## src/rtl/eth_frame_tx.sv

```systemverilog
// eth_frame_tx: octet-serial Ethernet-style frame transmitter.
// Sends preamble, SFD, destination MAC, source MAC, payload length, payload
// and a 4-octet LRC FCS, one octet per clock. Payload octets are pulled
// through a valid/ready handshake.
// Optional feature: define ETH_TX_IFG_EN to stretch the inter-frame gap to
// max(IFG_CYCLES, 2) cycles; without it the gap is fixed at 2 cycles.
module eth_frame_tx #(
    parameter logic [47:0] SRC_MAC_ADDR = 48'h02_00_00_00_00_01,
    parameter int unsigned IFG_CYCLES   = 12
) (
    input  logic        clk,
    input  logic        rst,
    input  logic        req,
    input  logic [15:0] req_len,
    input  logic [47:0] req_dst,
    output logic        rdy,
    input  logic [7:0]  pl_data,
    input  logic        pl_vld,
    output logic        pl_rdy,
    output logic [7:0]  data,
    output logic        start,
    output logic        active,
    output logic        done,
    output logic        err
);

`ifdef ETH_TX_IFG_EN
    localparam bit IFG_EN = 1'b1;
`else
    localparam bit IFG_EN = 1'b0;
`endif

    // The receiver needs two idle cycles after the last FCS octet before it
    // can take the next start, so the gap never drops below 2.
    localparam int unsigned GAP_LEN  = (IFG_EN && IFG_CYCLES > 2) ? IFG_CYCLES : 2;
    localparam logic [15:0] GAP_LAST = 16'(GAP_LEN - 1);

    typedef enum logic [3:0] {
        S_IDLE,
        S_PRE,
        S_SFD,
        S_DST,
        S_SRC,
        S_LEN,
        S_PAY,
        S_FCS,
        S_GAP
    } state_e;

    // state_q / cnt_q always describe the octet currently shown on data.
    state_e      state_q, state_d;
    logic [15:0] cnt_q, cnt_d;

    logic [47:0] dst_q, dst_d;
    logic [15:0] len_q, len_d;
    logic [7:0]  sum_q, sum_d;
    logic        underrun_q, underrun_d;
    logic [7:0]  data_q, data_d;
    logic        start_q, start_d;
    logic        active_q, active_d;
    logic        done_q, done_d;
    logic        err_q, err_d;
    logic        accept;
    logic [7:0]  fcs;

    function automatic logic [7:0] mac_octet(input logic [47:0] mac, input logic [2:0] idx);
        case (idx)
            3'd0:    return mac[47:40];
            3'd1:    return mac[39:32];
            3'd2:    return mac[31:24];
            3'd3:    return mac[23:16];
            3'd4:    return mac[15:8];
            3'd5:    return mac[7:0];
            default: return 8'h00;
        endcase
    endfunction

    assign rdy    = (state_q == S_IDLE);
    assign accept = (state_q == S_IDLE) && (state_d == S_PRE);
    assign fcs    = ~sum_q + 8'd1;

    assign data   = data_q;
    assign start  = start_q;
    assign active = active_q;
    assign done   = done_q;
    assign err    = err_q;

    // State register with synchronous reset.
    always_ff @(posedge clk) begin
        // NOTE: sequential state uses <= so every flop samples pre-edge values.
        if (rst) begin
            state_q <= S_IDLE;
            cnt_q   <= 16'd0;
        end else begin
            state_q <= state_d;
            cnt_q   <= cnt_d;
        end
    end

    // Next state: advance through the frame sections by octet count.
    always_comb begin
        // NOTE: defaults first so no path through the case infers a latch.
        state_d = state_q;
        case (state_q)
            S_IDLE: if (req && req_len != 16'd0) state_d = S_PRE;
            S_PRE:  if (cnt_q == 16'd6) state_d = S_SFD;
            S_SFD:  state_d = S_DST;
            S_DST:  if (cnt_q == 16'd5) state_d = S_SRC;
            S_SRC:  if (cnt_q == 16'd5) state_d = S_LEN;
            S_LEN:  if (cnt_q == 16'd1) state_d = S_PAY;
            S_PAY:  if (cnt_q == len_q - 16'd1) state_d = S_FCS;
            S_FCS:  if (cnt_q == 16'd3) state_d = S_GAP;
            S_GAP:  if (cnt_q == GAP_LAST) state_d = S_IDLE;
            default: state_d = S_IDLE;
        endcase
        cnt_d = (state_d != state_q || state_q == S_IDLE) ? 16'd0 : cnt_q + 16'd1;
    end

    // Outputs: choose the octet for the next slot and update checksum/flags.
    always_comb begin
        pl_rdy     = !rst && (state_d == S_PAY);
        data_d     = 8'h00;
        sum_d      = sum_q;
        underrun_d = underrun_q;
        dst_d      = dst_q;
        len_d      = len_q;
        case (state_d)
            S_PRE: data_d = 8'hAA;
            S_SFD: data_d = 8'hAB;
            S_DST: data_d = mac_octet(dst_q, cnt_d[2:0]);
            S_SRC: data_d = mac_octet(SRC_MAC_ADDR, cnt_d[2:0]);
            S_LEN: data_d = cnt_d[0] ? len_q[7:0] : len_q[15:8];
            S_PAY: begin
                // A missing octet goes out as 0x00 and poisons the FCS.
                if (pl_vld) data_d = pl_data;
                else        underrun_d = 1'b1;
            end
            S_FCS: data_d = underrun_q ? ~fcs : fcs;
            default: data_d = 8'h00;
        endcase
        if (state_d inside {S_DST, S_SRC, S_LEN, S_PAY}) sum_d = sum_q + data_d;
        if (accept) begin
            dst_d      = req_dst;
            len_d      = req_len;
            sum_d      = 8'h00;
            underrun_d = 1'b0;
        end
        start_d  = accept;
        active_d = state_d inside {S_PRE, S_SFD, S_DST, S_SRC, S_LEN, S_PAY, S_FCS};
        done_d   = (state_q == S_FCS) && (state_d == S_GAP);
        err_d    = done_d && underrun_q;
    end

    // Datapath and registered output stream.
    always_ff @(posedge clk) begin
        if (rst) begin
            dst_q      <= 48'h0;
            len_q      <= 16'h0;
            sum_q      <= 8'h00;
            underrun_q <= 1'b0;
            data_q     <= 8'h00;
            start_q    <= 1'b0;
            active_q   <= 1'b0;
            done_q     <= 1'b0;
            err_q      <= 1'b0;
        end else begin
            dst_q      <= dst_d;
            len_q      <= len_d;
            sum_q      <= sum_d;
            underrun_q <= underrun_d;
            data_q     <= data_d;
            start_q    <= start_d;
            active_q   <= active_d;
            done_q     <= done_d;
            err_q      <= err_d;
        end
    end

endmodule

```

## config.mk

```make
export PLATFORM = sky130hd
export DESIGN_NAME = eth_frame_tx
export DESIGN_NICKNAME = d
export VERILOG_FILES = /design/src/rtl/eth_frame_tx.sv
export SDC_FILE = /design/constraint.sdc
export NUM_CORES = 1
export LEC_CHECK = 0
export CORE_MARGIN = 2
export CORE_UTILIZATION = 50
export DETAILED_ROUTE_END_ITERATION = 10
export HOLD_SLACK_MARGIN = 0.06
export PLACE_DENSITY_LB_ADDON = 0.08
export SKIP_LAST_GASP = 1
export SYNTH_ARGS = -nofsm -noshare
export SYNTH_HDL_FRONTEND = slang
export SYNTH_SLANG_ARGS = --single-unit
```

## constraint.sdc

```tcl
create_clock -name clk -period 9.06 [get_ports clk]
set_input_delay 1.359 -clock clk [delete_from_list [all_inputs] [get_ports clk]]
set_output_delay 1.359 -clock clk [all_outputs]
set_load 0.02 [all_outputs]
```

* Yosys cells after proc, flatten, opt, wreduce, memory -nomap -nowiden *
Index checks and enable logic that the tools add are counted.

storage, ports and cells
  flip-flop bits (word level) = 105
  memories kept = 0
  output and inout port bits = 14
  bits in latches = 0
  memory bits (read-only) = 0
  memory bits (writable) = 0

operators by class
  $lt $le $gt $ge = 0
  add/subtract/negate cells = 4
  reductions and logical operators = 15
  mux-type cells = 16
  equality and inequality tests = 27
  bitwise logic cells = 3
  shift-type cells = 0
  divide/modulo/power cells = 0
  multipliers = 0

operator list
  cell                     number
  $pmux W8 S7              1
  $pmux W8 S6              1
  $pmux W4 S9              1
  $eq A16 B3 Y1 const B    2
  $eq A4 B3 Y1 const B     8
  $mux W4                  8
  $mux W8                  3
  $add A16 B1 Y16 const B  1
  $eq A16 B1 Y1 const B    1
  $eq A16 B16 Y1           1
  $eq A16 B2 Y1 const B    1
  $eq A4 B2 Y1 const B     4
  $not A8 Y8               2
  $reduce_bool A16 Y1      1
  $sub A16 B1 Y16 const B  1
  $add A8 B1 Y8 const B    1
  $add A8 B8 Y8            1
  $eq A4 B1 Y1 const B     2
  $eq A4 B4 Y1 const B     2
  $reduce_bool A7 Y1       1
  $eq A3 B2 Y1 const B     2
  $eq A3 B3 Y1 const B     2
  $logic_and A1 B1 Y1      5
  $logic_not A4 Y1         1
  other kinds (11)         12

* Longest topological paths before layout *
  depth after elaboration = 11
  gate-level depth with buffers = 26
  depth with buffers taken out = 23

* Worst setup path after synthesis *
OpenSTA, ideal clock, no wires.

  kind = register -> register
  start = register len_q[0]
  end = register sum_q[7]
  path slack = 4048 ps
  buffers on the path = 3
  required time = 8933 ps
  data arrival time = 4886 ps
  cell stages (with the launch flop) = 27
  path through = dfxtp_1 -> clkbuf_1 -> inv_1 -> ha_1 -> buf_2 -> or3b_2 -> nor3_1 -> xnor2_1 -> a41oi_1 -> or3_4 -> o21a_1 -> buf_6 -> o21ai_4 -> mux2i_1 -> a2111o_1 -> nand2_1 -> ha_1 -> a21o_1 -> a21oi_1 -> o21bai_1 -> a21oi_1 -> o21bai_1 -> a21oi_1 -> nand3b_1 -> a211oi_1 -> a211oi_1 -> nand3_1

on the way
  longest elaborated chain between the ends = 11

ends and longest elaborated chain
  element                                     RTL line  text
  from (decl)                                 55        logic [15:0] len_q, len_d;
  from (signal assigned)                      168       len_q <= len_d;
  $sub A16 B1 Y16 *                           111       S_PAY: if (cnt_q == len_q - 16'd1) state_d = S_FCS;
  $eq A16 B16 Y1 *                            111
  $mux W4 *                                   111
  $pmux W4 S9 *                               104       case (state_q)
  $ne A4 B4 Y1                                116       cnt_d = (state_d != state_q || state_q == S_IDLE) ? 16'd0 : cnt_q + 16'd1;
  $logic_or A1 B1 Y1                          116
  $mux W3                                     116
  $eq A3 B3 Y1, or another cell as far along  67        case (idx)
  $pmux W8 S6 or $pmux W2 S2 (tied branches)  67
  $pmux W8 S7 *                               127       case (state_d)
  via data_d[1]                               58        logic [7:0] data_q, data_d;
  $add A8 B8 Y8 *                             141       if (state_d inside {S_DST, S_SRC, S_LEN, S_PAY}) sum_d = sum_q + data_d;
  to (signal assigned)                        169       sum_q <= sum_d;
  to (decl)                                   56        logic [7:0] sum_q, sum_d;

The timed path passes the listed nets; every way through them passes the cells marked *.
A chain may end at the register's enable or synchronous reset.

* Worst setup path in the final report *
  start = input req_len[1]
  end = register sum_q[7]

on the way
  longest elaborated chain between the ends = 11

ends and longest elaborated chain
  element                                     RTL line  text
  from (decl)                                 14        input logic [15:0] req_len,
  $reduce_bool A16 Y1 *                       105       S_IDLE: if (req && req_len != 16'd0) state_d = S_PRE;
  $logic_and A1 B1 Y1 *                       105
  $mux W4 *                                   105
  $pmux W4 S9 *                               104
  $ne A4 B4 Y1                                116
  $logic_or A1 B1 Y1                          116
  $mux W3                                     116
  $eq A3 B3 Y1, or another cell as far along  67
  $pmux W8 S6 or $pmux W2 S2 (tied branches)  67
  $pmux W8 S7 *                               127
  via data_d[1]                               58
  $add A8 B8 Y8 *                             141

Marks and branches as above.

==> results.tsv <==
stage	metric	value	unit
sta	skew	13.21	ps
floorplanning	die_area	0.01303	mm2
floorplanning	start_util	0.5091	
drt	avgViaCountPerCell	5.872	
pwr	power	0.001119	W
outcome	status	completed	
drt	drt-wirelength-per-cell	16.71	um
final_layout	nets	946	
sta	setup_violations	0	
logic_synthesis	syn_nets	896	
final_layout	fillers	1123	
global_routing	antenna_found_initial	0	
logic_synthesis	synthCells	807	
clock_tree	cts_resized	0	
logic_synthesis	yosys.area.top_type	dfxtp_1	
logic_synthesis	ys_warn_count	0	
global_routing	globalRouteOverflowTotal	0	
final_layout	antenna_cells	0	
final_layout	layout-drive-gt1-share	0.04524	
worst_setup_path	path_class	input port to register	
worst_setup_path	worst-path-max-fanout	16	
sta	finalHoldViolations	0	
clock_tree	max-clock-path-buffers	2	
pwr	power_density	154.6	mW/mm2
final_layout	area_growth	19.33	%
min_path	min_path_type	register to register	
drt	drc_errors	0	
drt	vias	5925	
global_routing	busiest_layer	met2	
clock_tree	insertion_delay	360	ps
place	place_hpwl	12.54	mm
logic_synthesis	synth_top_flop_cell	dfxtp_1	
global_routing	grt_pass1_wl	27.49	mm
floorplanning	core_area	0.01191	mm2
global_routing	grt_max_degree	77	
place	io_buffers	89	
sta	min_period_over_period	0.6872	
clock_tree	clock_tree.root_cell	clkbuf_16	
logic_synthesis	synth_seq_area_share	0.3466	
logic_synthesis	synth_common_cells	189 x nand2_1, 105 x dfxtp_1, 95 x a21oi_1	
drt	postRouteAntennaNets	0	
clock_tree	htreeDepth	3	
pwr	internal-power	0.0007954	W
logic_synthesis	ys_ff_latch	105	
global_routing	use_met2	0.4246	
place	postPlaceCellArea	0.006937	mm2
pwr	seqPwrFrac	0.454	
logic_synthesis	yosysMostFrequentCell	nand2_1	
logic_synthesis	yosysTopAreaCellShare	0.3466	
clock_tree	cts_buffers	9	
floorplanning	die_height	114.1	um
pwr	netSwitchingFraction	0.2890	
sta	min_period	6226	ps
pwr	peakVddDrop	0.1248	mV
sta	slew_viol_final	0	
global_routing	grt.met1_usage	0.3712	
sta	holdWs	457.2	ps
sta	grt_setup_unrepaired	no	
drt	dr.pass1.iters	9	
pwr	p_comb_frac	0.185	
pwr	switching_power	0.0003233	W
logic_synthesis	ys_top_cells_by_area	dfxtp_1 35%, nand2_1 12%, a21oi_1 7.8%	
sta	fin_setup_tns	0	ps
logic_synthesis	synth.distinct_cells	64	
global_routing	globalRouteTotalUtil	0.2665	
worst_setup_path	start_kind	input port	
place	place_congestion	0.9079	
worst_setup_path	rrSetupSlack	2930	ps
clock_tree	cts_tree	done	
clock_tree	postCtsHoldBufs	0	
floorplanning	die_w	114.1	um
global_routing	grt_pass1_vias	5537	
logic_synthesis	synth.avg_cell_area	7.515	um2
flow_run	cap_viol_max_count	0	
final_layout	multi_input_area	0.003690	mm2
logic_synthesis	synth-async-reset-ratio	0	
worst_setup_path	end_kind	register	
clock_tree	cts.sinks	105	
floorplanning	rows	40	
drt	drt_iter0_drc	597	
sta	worst_slew_pin_slew	1093	ps
clock_tree	clk_pin_slew	80	ps
final_layout	regArea	0.002102	mm2
logic_synthesis	synthesis.area	0.006065	mm2
logic_synthesis	synth_edf_count	0	
pwr	p_leak	2.695	nW
worst_setup_path	arrival	6480	ps
drt	finalWirelength	16.87	mm
pwr	clkPwrFrac	0.362	
floorplanning	io_pins	90	
final_layout	stdcell_area	0.007237	mm2
clock_tree	post_cts_buffers	0	
global_routing	grt.met3_usage	0.04817	
worst_setup_path	crit_required	9310	ps
sta	relSlewSlack	0.2715	
sta	max_freq	160.6	MHz
[metrics by stage]
stage / cells / util / worst slack [ps]
after CTS: 1009 / 0.6076 / 2890
after floorplan: 807 / - / 4048
after detailed placement: 993 / 0.5824 / 2495
after global routing: 1009 / 0.6076 / 2307
after global placement: 993 / 0.5824 / 2674
final: 1009 / 0.6076 / 2834
[routing by layer]
metal / part of all wire / up-vias
li1: - / 2917
met1: 0.45 / 2771
met2: 0.47 / 218
met3: 0.068 / 19
met4: 0.014 / 0
met5: 0 / -
[state kept, by name (all words and copies together), names as in the netlist]
signal,count
dst_q,48
start,1
state_q,4
active,1
done,1
len_q,16
cnt_q,16
err,1
underrun_q,1
data,8
sum_q,8
[kinds of logic (layout without fill, tap and decap cells)]
kind of cell	after synthesis	after routing	synth area share
multiplexers	16	16	0.02682
adder cells (fa/ha/maj)	13	13	0.02806
buffers and inverters	68	123	0.04559
flip-flops	105	105	0.3466
AND/OR/NAND/NOR	371	371	0.2862
XOR/XNOR	50	50	0.07221
AO/OA/AOI/OAI	184	184	0.1946
[critical path, cell delays in order]
cell,delay (ps)
clkdlybuf4s50_1,490
nor4_1,60
a41oi_1,450
nor3_1,90
o311a_1,400
o21ai_1,560
nand3_1,690
o21a_1,390
nand2_1,110
ha_1,240
a21o_1,150
a21oi_1,220
o21bai_1,90
a21oi_1,220
o21bai_1,80
a21oi_1,280
nand3b_1,190
a211oi_1,70
a211oi_1,230
nand3_1,100
[power groups by stage]
stage	Clock, W	Sequential, W	Combinational, W
after floorplan	0	0.000511	0.000136
after global placement	0	0.000517	0.000201
after detailed placement	0	0.000518	0.000205
after CTS	0.000411	0.000507	0.000206
after global routing	0.000432	0.000510	0.000227
final	0.000405	0.000507	0.000206
[final timing paths]
check                           startpoint        end  cells after the start
worst max register to register    len_q[0]   sum_q[7]                     22
worst min-delay path             dst_q[30]  dst_q[30]                      2
worst max-delay path            req_len[1]   sum_q[7]                     20
worst min register to register   dst_q[30]  dst_q[30]                      2
[area by class of cell]
class                           instances  share of cell area
Timing Repair Buffer                   91              0.1245
Multi-Input combinational cell        634              0.5099
Clock buffer                           10             0.03164
Tap cell                              147             0.02541
Clock inverter                          6            0.009855
Inverter                               16            0.008299
Sequential cell                       105              0.2905
[cells in the final DEF (no fill, tap or decap), drive strengths merged, types with 16 or more instances in the layout]
cell / Yosys / routed
nand2: 189 / 189
nor2: 62 / 62
nor3: 16 / 16
inv: 16 / 19
nand3: 30 / 30
dfxtp: 105 / 105
xor2: 17 / 17
clkdlybuf4s50: 0 / 88
xnor2: 33 / 33
a21oi: 96 / 96
Note: power is estimated with default switching activity, not from simulation.
==> RTL change 1, RTL diff (same settings) <==
Change the localparam `IFG_EN` from 1'b0 to 1'b1.
--- a/src/rtl/eth_frame_tx.sv
+++ b/src/rtl/eth_frame_tx.sv
@@ -27,7 +27,7 @@
 `ifdef ETH_TX_IFG_EN
     localparam bit IFG_EN = 1'b1;
 `else
-    localparam bit IFG_EN = 1'b0;
+    localparam bit IFG_EN = 1'b1;
 `endif
 
     // The receiver needs two idle cycles after the last FCS octet before it
Function: no difference found for any inputs over 10 cycles, from zero or initial values and one cycle with rst high; that may be too few to reach the edited logic, so the function may still have changed.
==> RTL change 1 against the original RTL <==
  * Power down 3.3%
  * Synthesized area decreased by 3.8%
  * Cell area decreased by 2.6%
  * Sequential cell count unchanged
  * Worst setup slack lost 1.2 ns
  * Wire length shrank 5.3%
  * Clock power rose by 2%
  * Sequential power is 0.8% lower
==> RTL change 1: results (changes against the original RTL) <==
metric	value	unit	change
track_usage	26.0	%	-0.62 points
use_met3	4.16	%	-0.66 points
nNonClkBuffers	94		+3.3%
gr-usage-met2	43.1	%	+0.65 points
p_clk_share	38.0	%	+1.8 points
place_inst	929		-6.4%
cp_slowest_stage_delay	0.88	ns	+0.19 ns
grt_pass1_vias	5211		-5.9%
ys_top_cells_by_area	dfxtp_1, nand2_1, a21oi_1		
grt-ovfl-total	0		unchanged
dr.first_iter.drc_count	392		-34%
pre_cts_ws	1.39	ns	-1.10 ns
core_area	11400	um2	-4.1%
critPathSlowestCell	o41ai_1		
fillers	1078		-4.0%
combPwrFrac	15.5	%	-3.0 points
num_vias	5426		-8.4%
final_net_count	886		-6.3%
powerDensity	154	nW/um2	-0.68%
r2r_start	cnt_q[10]		
cp_data_arrival_time	7.67	ns	+1.19 ns
grt_util_met1	34.5	%	-2.7 points
grt_max_degree	76		-1.3%
buf_share	13.1	%	+0.65 points
drt-met1-wl	7.10	mm	-6.6%
num-multi-input-gates	573		-9.6%
outcome	complete, no violations		
hpwl	11.9	mm	-5.1%
clock_area_share	4.54	%	+0.39 points
wl	16.0	mm	-5.3%
holdWs	0.455	ns	-0.00205 ns
syn_inst	741		-8.2%
wl_met3	973	um	-15%
r2r_slack	3.01	ns	+0.08 ns
worstMarginPinSlew	0.953	ns	-0.140 ns
p_leak	0.00257	uW	-4.6%
place.gp.congestion	0.918		+1.1%
multi_input_area	3470	um2	-5.9%
finalClockSkew	0.00974	ns	-0.00347 ns
internal-power	789	uW	-0.86%
ys_seq_area_share	36.0	%	+1.4 points
synth_nets	830		-7.4%
inv_count	14		-2
min_from	dst_q[19]		
drive_above_1_share	6.11	%	+1.6 points
grt_pass1_wl	26.1	mm	-5.0%
drt_first_pass_iters	5		-4
placed_cell_area	6730	um2	-3.0%
wl_met2	7.47	mm	-5.2%
==> RTL change 1: cell count changes in the layout (fill, tap and decap cells not counted), sizes merged, moves of 8 or more <==
| cell | change |
|---|---|
| nand3 | -8 |
| nand2 | -39 |
| a221oi | -10 |
| or4 | +9 |
| a21oi | -24 |
==> RTL change 1: how the worst max path moves through the flow <==
stage	startpoint	endpoint	slack [ns]	depth (start not counted)
2_1_floorplan	req_len[7]	sum_q[7]	3.10	23
3_3_place_gp	req_len[10]	sum_q[7]	1.67	23
3_5_place_dp	req_len[10]	sum_q[7]	1.39	23
4_1_cts	req_len[10]	sum_q[7]	1.76	23
5_1_grt	req_len[10]	sum_q[7]	1.33	23
6_report	req_len[10]	sum_q[7]	1.67	23
==> RTL change 1: cells by family after synthesis <==
logic type	count (synthesis)	share of synthesized area (%)
and+or+nand+nor	332	27.3
AOI/OAI and AO/OA	150	16.8
DFF	105	36.0
buffers and inverters	63	4.57
xor gates and xnor gates	54	8.11
muxes	24	4.31
adders and majority gates	13	2.92
==> RTL change 2, RTL diff (config.mk and constraints unchanged) <==
Made on the original files. Put one more register stage on the output `err`, cleared by the reset. The value now appears one clock later. The other outputs are not delayed to match.
--- a/src/rtl/eth_frame_tx.sv
+++ b/src/rtl/eth_frame_tx.sv
@@ -83,7 +83,13 @@
     assign start  = start_q;
     assign active = active_q;
     assign done   = done_q;
-    assign err    = err_q;
+    always_ff @(posedge clk) begin
+        if (rst) begin
+            err <= '0;
+        end else begin
+            err <= err_q;
+        end
+    end
 
     // State register with synchronous reset.
     always_ff @(posedge clk) begin
Function: no difference found for any inputs over 10 cycles, from zero or initial values and one cycle with rst high; that may be too few to reach the edited logic, so the function may still have changed.
==> RTL change 2 against the original RTL <==
  * Wire length is 7.2% lower
  * Worst setup slack worse by 0.75 ns
  * Power is 2.7% lower
  * Global-route usage is 1.9 points lower
  * Synthesized area is 2.6% lower
  * Cell count is 5.4% lower
  * Worst hold slack better by 0.00056 ns
  * Sequential cell count is 1 higher
  * Register-to-register slack better by 0.09 ns
  * Critical path depth is 2 higher
  * Core utilization is 1.1 points higher
  * Largest power group unchanged
  * Cell area is 2.0% lower
  * Sequential power hardly changed
==> RTL change 2: results (changes against the original RTL) <==
metric	value	unit	change
p_leak	0.00269	uW	-0.31%
outcome	complete, no violations		
critPathTopFamily	compound AO/OA/AOI/OAI gates		
wl_per_cell	16.4	um	-1.9%
drt_first_pass_iters	5		-4
path_max_fanout	10		-6
min_from	dst_q[9]		
viasPerCell	5.73		-2.4%
cts-buffers-inserted	9		unchanged
r2r_start	cnt_q[0]		
grt_pass1_wl	25.4	mm	-7.4%
cp-startpoint	req_len[7]		
grt_max_degree	77		unchanged
place_inst	939		-5.4%
synth_compound_area_share	17.8	%	-1.6 points
io_buffers	89		unchanged
place.gp.congestion	0.958		+5.5%
pg_clk	409	uW	+1%
yosys.area_share.adder	2.88	%	+0.074 points
p_total	1090	uW	-2.7%
dr.first_iter.drc_count	388		-35%
muxShareOfSynthArea	5.00	%	+2.3 points
ys_seq_area_share	35.9	%	+1.3 points
synth.avg_cell_area	7.85	um2	+4.4%
synth_cell_types	71		+11%
final_net_count	896		-5.3%
hpwl	11.8	mm	-5.9%
htreeDepth	3		unchanged
critPathSlowestCell	o41ai_1		
cp_data_arrival_time	7.21	ns	+0.73 ns
fillers	1034		-7.9%
ys_top_cells_by_area	dfxtp_1, nand2_1, a21oi_1		
post_layout_nonfiller_instances	955		-5.4%
num_antenna_cells	0		unchanged
switchingPower	294	uW	-8.9%
worstMarginPinSlew	0.888	ns	-0.205 ns
vdd_drop_max	0.100	mV	-20%
grt_pass1_vias	5200		-6.1%
ys.flop_type	dfxtp_1		
combPwrFrac	15.9	%	-2.6 points
drive_above_1_share	4.80	%	+0.28 points
synth-xor-area-share	8.09	%	+0.87 points
cp_slowest_stage_delay	0.82	ns	+0.13 ns
yosys-top-cells-count	nand2_1, dfxtp_1, a21oi_1, nor2_1, clkbuf_1		
finalClockSkew	0.00872	ns	-0.00449 ns
synth_nets	842		-6.0%
clk_latency	0.35	ns	
track_usage	24.8	%	-1.9 points
RTL change 2: area by class of cell:
cell class,instances,area [um2],area share (%)
multi-input cells,580,3500,49.4
flip-flops and latches,106,2120,29.9
repair buffers,93,916,12.9
clock buffers,10,239,3.37
well taps,143,179,2.52
clock inverters,6,71.3,1.01
inverters,17,63.8,0.899
RTL change 2: stage by stage:
step	area, um2	setup WS, ns
floorplan	5910	3.06
global placement	6780	1.91
detailed placement	6780	1.78
CTS	7090	2.10
global route	7090	1.67
finish	7090	2.08
RTL change 2: worst paths after layout:
path,endpoint,slack (ns),depth (start not counted)
setup / recovery,sum_q[7],2.08,22
hold / removal,dst_q[9],0.46,2
setup reg to reg,sum_q[7],3.02,21
hold reg to reg,dst_q[9],0.46,2
RTL change 2: metal layers:
metal  vias up  track usage [%]  part of all wire, %
met5         -                0                    0
met4         0             9.43                  2.4
met3        29             4.12                  5.4
met2       172             38.7                   45
met1      2555             34.5                   47
li1       2720                -                    -
